### src/rtl/prog_loader.sv
// Length-prefixed byte-stream loader that fills the core's instruction memory from address 0, then releases the core.
// Optional trailing checksum byte is enabled by defining PROG_LOADER_CHECKSUM_EN.
module prog_loader #(
  parameter int IM_DEPTH = 32,
  parameter int AW       = 5
) (
  input  logic          CLK,
  input  logic          RST_N,
  input  logic          start,
  input  logic          in_valid,
  input  logic [7:0]    in_data,
  output logic          in_ready,
  output logic          im_we,
  output logic [AW-1:0] im_addr,
  output logic [7:0]    im_wdata,
  output logic          core_run,
  output logic          load_done,
  output logic          load_err
);

  typedef enum logic [2:0] {
    S_IDLE  = 3'd0,
    S_LEN   = 3'd1,
    S_DATA  = 3'd2,
    S_CHECK = 3'd3,
    S_DRAIN = 3'd4,
    S_RUN   = 3'd5,
    S_ERR   = 3'd6
  } state_t;

  localparam logic [7:0] LP_MAX_LEN = 8'(IM_DEPTH);

  state_t        r_state;
  logic [AW:0]   r_len;
  logic [AW:0]   r_cnt;
  logic          r_im_we;
  logic [AW-1:0] r_im_addr;
  logic [7:0]    r_im_wdata;
  logic [AW:0]   w_cnt_nxt;

`ifdef PROG_LOADER_CHECKSUM_EN
  logic [7:0]    r_csum;

  function automatic logic [7:0] f_csum_add(input logic [7:0] acc, input logic [7:0] b);
    return acc + b;
  endfunction
`endif

  assign w_cnt_nxt = r_cnt + {{AW{1'b0}}, 1'b1};

  // Status and handshake outputs are decoded straight from the state register
  assign in_ready  = (r_state == S_LEN) || (r_state == S_DATA) || (r_state == S_CHECK);
  assign core_run  = (r_state == S_RUN);
  assign load_done = (r_state == S_RUN);
  assign load_err  = (r_state == S_ERR);
  assign im_we     = r_im_we;
  assign im_addr   = r_im_addr;
  assign im_wdata  = r_im_wdata;

  // Loader FSM with counters and the registered memory write port
  always_ff @(posedge CLK) begin
    if (!RST_N) begin
      r_state    <= S_IDLE;
      r_len      <= {(AW+1){1'b0}};
      r_cnt      <= {(AW+1){1'b0}};
      r_im_we    <= 1'b0;
      r_im_addr  <= {AW{1'b0}};
      r_im_wdata <= 8'h00;
`ifdef PROG_LOADER_CHECKSUM_EN
      r_csum     <= 8'h00;
`endif
    end else begin
      r_im_we <= 1'b0;
      case (r_state)
        S_IDLE, S_RUN, S_ERR: begin
          if (start) begin
            r_state <= S_LEN;
            r_cnt   <= {(AW+1){1'b0}};
`ifdef PROG_LOADER_CHECKSUM_EN
            r_csum  <= 8'h00;
`endif
          end
        end
        S_LEN: begin
          if (in_valid) begin
            r_len <= in_data[AW:0];
            if ((in_data == 8'h00) || (in_data > LP_MAX_LEN)) begin
              r_state <= S_ERR;
            end else begin
              r_state <= S_DATA;
            end
          end
        end
        S_DATA: begin
          if (in_valid) begin
            r_im_we    <= 1'b1;
            r_im_addr  <= r_cnt[AW-1:0];
            r_im_wdata <= in_data;
            r_cnt      <= w_cnt_nxt;
`ifdef PROG_LOADER_CHECKSUM_EN
            r_csum     <= f_csum_add(r_csum, in_data);
            if (w_cnt_nxt == r_len) begin
              r_state <= S_CHECK;
            end
`else
            if (w_cnt_nxt == r_len) begin
              r_state <= S_DRAIN;
            end
`endif
          end
        end
`ifdef PROG_LOADER_CHECKSUM_EN
        S_CHECK: begin
          if (in_valid) begin
            r_state <= (in_data == r_csum) ? S_DRAIN : S_ERR;
          end
        end
`endif
        // Lets the last memory write land before the core starts fetching
        S_DRAIN: r_state <= S_RUN;
        default: r_state <= S_IDLE;
      endcase
    end
  end

endmodule

### config.mk
export PLATFORM = sky130hd
export DESIGN_NAME = prog_loader
export DESIGN_NICKNAME = d
export VERILOG_FILES = /design/src/rtl/prog_loader.sv
export SDC_FILE = /design/constraint.sdc
export NUM_CORES = 1
export LEC_CHECK = 0
export ABC_CLOCK_PERIOD_IN_PS = 2750
export CORE_MARGIN = 10
export CORE_UTILIZATION = 54
export DETAILED_ROUTE_END_ITERATION = 8
export PLACE_DENSITY = 0.83
export SKIP_LAST_GASP = 1
export SLEW_MARGIN = 0
export SYNTH_ARGS = -nofsm -noshare
export SYNTH_HDL_FRONTEND = slang
export SYNTH_SLANG_ARGS = --single-unit
### constraint.sdc
create_clock -name CLK -period 2.75 [get_ports CLK]
set_input_delay 0.55 -clock CLK [delete_from_list [all_inputs] [get_ports CLK]]
set_output_delay 0.55 -clock CLK [all_outputs]
set_load 0.03 [all_outputs]
Word-level counts from Yosys, hierarchy flattened. Cells that the tools add are included. W data, S select, Z words.

Output and inout port bits: 18. Bits of input ports: 12. Word-level logic and storage cells: 41. Flip-flop bits (word level): 29.

Mux-type cells: 10. Order comparisons: 1. Reduce and logical (&&, ||, !) cells: 12. Add/sub/neg operators: 1. Eq/ne operators: 11.

Operators by type and width (number): $mux W3 (5); $mux W6 (2); $pmux W3 S4 (1); $pmux W6 S2 (1); $eq A3 B3 Y1 const B (3); $gt A8 B6 Y1 const B (1); $logic_not A8 Y1 (1); $add A6 B1 Y6 const B (1); $eq A3 B2 Y1 const B (2); $eq A6 B6 Y1 (1); $ne A2 B2 Y1 const B (3); $reduce_and A2 Y1 (3); $reduce_and A4 Y1 (1); $eq A3 B1 Y1 const B (1); $logic_not A3 Y1 (1); $logic_or A1 B1 Y1 (3); $reduce_and A3 Y1 (1); $reduce_or A3 Y1 (1); $ne A2 B1 Y1 const B (1); $reduce_bool A2 Y1 (1); $mux W1 (1).

Logic depth before layout (Yosys ltp).
Word-level depth: 5. Gate-level depth with buffers: 7. Mapped depth without buffers: 6.

Least setup slack after synthesis. OpenSTA, ideal clock, no wires.

Path kind: register to output. From: register r_state[0]. To: output load_done. Data required time: 2200 ps. Slack: 1053 ps. Stages on the path, launching flop included: 4. Path buffers: 2. Arrival time: 1147 ps. Cells stage by stage: dfxtp_1 > clkbuf_1 > and3_1 > buf_4.

Word-level cells in the longest chain between the ends: 1.

RTL lines: start: declaration (line 33) `state_t r_state;`; start signal: assignment (line 63) `r_state <= S_IDLE;`; start signal: assignment (line 77) `r_state <= S_LEN;`; start signal: assignment (line 88) `r_state <= S_ERR;`; $eq A3 B3 Y1; end: declaration (line 17) `output logic load_done,`.

No other way between the ends.

Worst setup path in the final report.
From: register r_state[2]. To: output load_err.

Word-level cells in the longest chain between the ends: 1.

RTL lines: $eq A3 B3 Y1 (line 55) `assign load_err = (r_state == S_ERR);`; end: declaration (line 18) `output logic load_err`.

No other way between the ends.

==> results.toml <==
[placed_design]
dp_cells = 230
io_buffer_count = 29
postPlaceCellArea_um2 = 1770
hpwlAfterDp_mm = 2.68
pre_cts_ws_ns = 0.511
place_congestion = 0.842

[power]
leakage_nw = 0.631
ir_drop_mv = 0.656
power_density_nw_per_um2 = 651
totalPowerFinal_mw = 1.19

[route]
vias_per_cell = 5.80
ant_nets = 0
drt_iter0_markers = 118
routed-via-count = 1375
wl_per_cell_um = 15.3
drt_wl_total_mm = 3.62
drc = 0
drt_pass1_iterations = 4

[clock_tree]
cts_hold_buffers = 0
cts_setup_buffers = 0
clk_pin_slew_worst_paths_ns = 0.09
cts_buffer_depth = 2
clk_latency_ns = 0.33
cts_sinks = 29
h-tree-depth = 2
cts_tree = "yes"
cts_made_buffers = 5
cts-root-buf = "clkbuf_4"
post_cts_resized = 0

[global_routing]
antenna_found_initial = 0
grt_overflow = 0
gr-usage-all-layers_pct = 14.4
grt_pass1_vias = 1360
grt_pass1_wl_mm = 6.14
grt_max_degree = 21

[final_layout]
layout.nets = 220
fin_util_pct = 71.9
fin_cells = 237
area_growth_pct = 22.9
fill_cells = 206
drive_gt1_share_pct = 7.25
stdcell_area_um2 = 1830
antenna_cells = 0

[critical_path]
criticalPathCategory = "reg2out"
worstPathRequired_ns = 2.20
worstSetupStartpointType = "flip-flop"
crit_start = "r_state[2]"
regToRegStartpoint = "r_cnt[2]"
reg2reg_slack_ns = 0.85
ff2ff_path_depth = 5
cp_max_fo = 12
r2r-end = "r_state[2]"
cp-end-kind = "primary output"
arrival_ns = 1.83

[timing]
fin_hold_ws_ns = 0.458
finalSetupTns_ns = 0
period_needed_ns = 2.38
maxSlewViolCount = 0
skew_ns = 0.00498
worst_slack_ns = 0.369
worst_pin_slew_ns = 0.607
finalHoldViolCount = 0
final.period_utilization_pct = 86.6
clock.fmax_mhz = 420
setup_viol = 0
slew-limit-headroom_pct = 59.5
rsz0062_at_grt = "no"

[synthesis]
yosysTopAreaCellShare_pct = 39.0
synth_ff_type = "dfxtp_1"
synth_top_area_cell = "dfxtp_1"
async_flop_share_pct = 0
yosysSeqAreaShare_pct = 39.0
synth_top_cells_by_area = "dfxtp_1 (39%), nand2_1 (7.8%), mux2i_1 (6.1%)"
synth_edf_count = 0
syn_inst = 182
syn-num-nets = 195
ys_ff_latch = 29
synth_warnings = 0
syn_area_um2 = 1490
synth_cell_type_count = 41
postSynthAreaPerCell_um2 = 8.18

[floorplanning]
core_area_um2 = 2540
die_x_um = 72.5
io_pins = 30
start_util_pct = 58.5
dieHeight_um = 72.5
rows = 18
die-area_um2 = 5260

[min_path]
worstHoldStart = "im_wdata[4]"
hold_path_class = "reg2reg"
hold_end = "im_wdata[4]"
holdPathStages = 2

[run_status]
status = "completed"

[flow_run]
maxCapViolCount = 0
-- logic make-up (layout without fill, tap and decap cells) --
family,after synthesis,in the layout,synth area share [%]
adder cells (fa/ha/maj),1,1,0.840
AND/OR/NAND/NOR,76,76,25.1
buffers and inverters,18,43,5.38
multiplexers,10,10,6.81
XOR/XNOR,7,7,4.12
flip-flops,29,29,39.0
AO/OA/AOI/OAI,41,41,18.7
-- flip-flops by register name, indices dropped and copies added, names as in the netlist --
signal / count
r_cnt: 6
im_addr: 5
im_wdata: 8
r_state: 3
im_we: 1
r_len: 6
-- power by group --
group	leakage, nW	internal (mW)	switching (mW)
clock	0.0314	0.120	0.141
combinational	0.365	0.187	0.224
sequential	0.235	0.458	0.0597
total	0.631	0.765	0.425
-- metal layers --
| layer | GRT usage, % | up-vias | wire length, µm | part of all wire (%) |
|---|---|---|---|---|
| li1 | - | 669 | - | - |
| met1 | 14.7 | 635 | 1420 | 39 |
| met2 | 24.6 | 60 | 1790 | 50 |
| met3 | 5.31 | 11 | 301 | 8.3 |
| met4 | 8.44 | 0 | 98 | 2.7 |
| met5 | 0 | - | 0 | 0 |
-- cell usage in the layout, fill, tap and decap left out, types with 2 or more instances in the layout --
cell type        instances
nand2b_1                 2
clkdlybuf4s50_1         29
xnor2_1                  4
nor3b_1                  3
inv_1                    4
a21boi_1                10
o21ai_0                  7
nand2_1                 31
nor2b_1                 11
and2_1                   4
or4_1                    2
clkbuf_4                 5
nand3_1                  3
a21oi_1                  9
a21boi_0                 3
dfxtp_1                 29
nor3_1                   3
mux2i_1                  9
xor2_1                   3
nor2_1                  11
buf_4                    3
o221a_2                  2
-- how the worst max path moves through the flow --
stage          cells after the start          to  slack (ns)
3_3_place_gp                       6  r_state[2]        0.55
4_1_cts                            3    load_err        0.37
3_5_place_dp                       6  r_state[2]        0.51
6_report                           3    load_err        0.37
5_1_grt                            3    load_err        0.23
2_1_floorplan                      3   load_done        1.05
-- Yosys cell counts, drive strengths merged (2+ instances only) --
cell / number
nor2b: 11
a21oi: 9
dfxtp: 29
nor3b: 3
xor2: 3
nand3: 4
or4: 2
nor2: 12
nand2: 31
inv: 4
nand2b: 2
o221a: 2
a21boi: 13
xnor2: 4
and2: 4
mux2i: 9
nor3: 3
clkbuf: 7
and3: 2
buf: 7
o21ai: 8
-- worst max-delay path, cell delays in order (launching register included) --
cell             delay [ns]
dfxtp_1                0.56
inv_1                  0.14
nor2_1                 0.13
clkdlybuf4s50_1        0.68
-- area by class of cell --
class                      count  area, µm²  area share [%]
tap                           30       37.5            2.05
clock buffer                   7       55.1            3.01
sequential                    29        581            31.7
inverter                       4       15.0           0.821
multi-input combinational    135        828            45.3
timing repair buffer          32        313            17.1
Power figures use the tool's default switching activity.
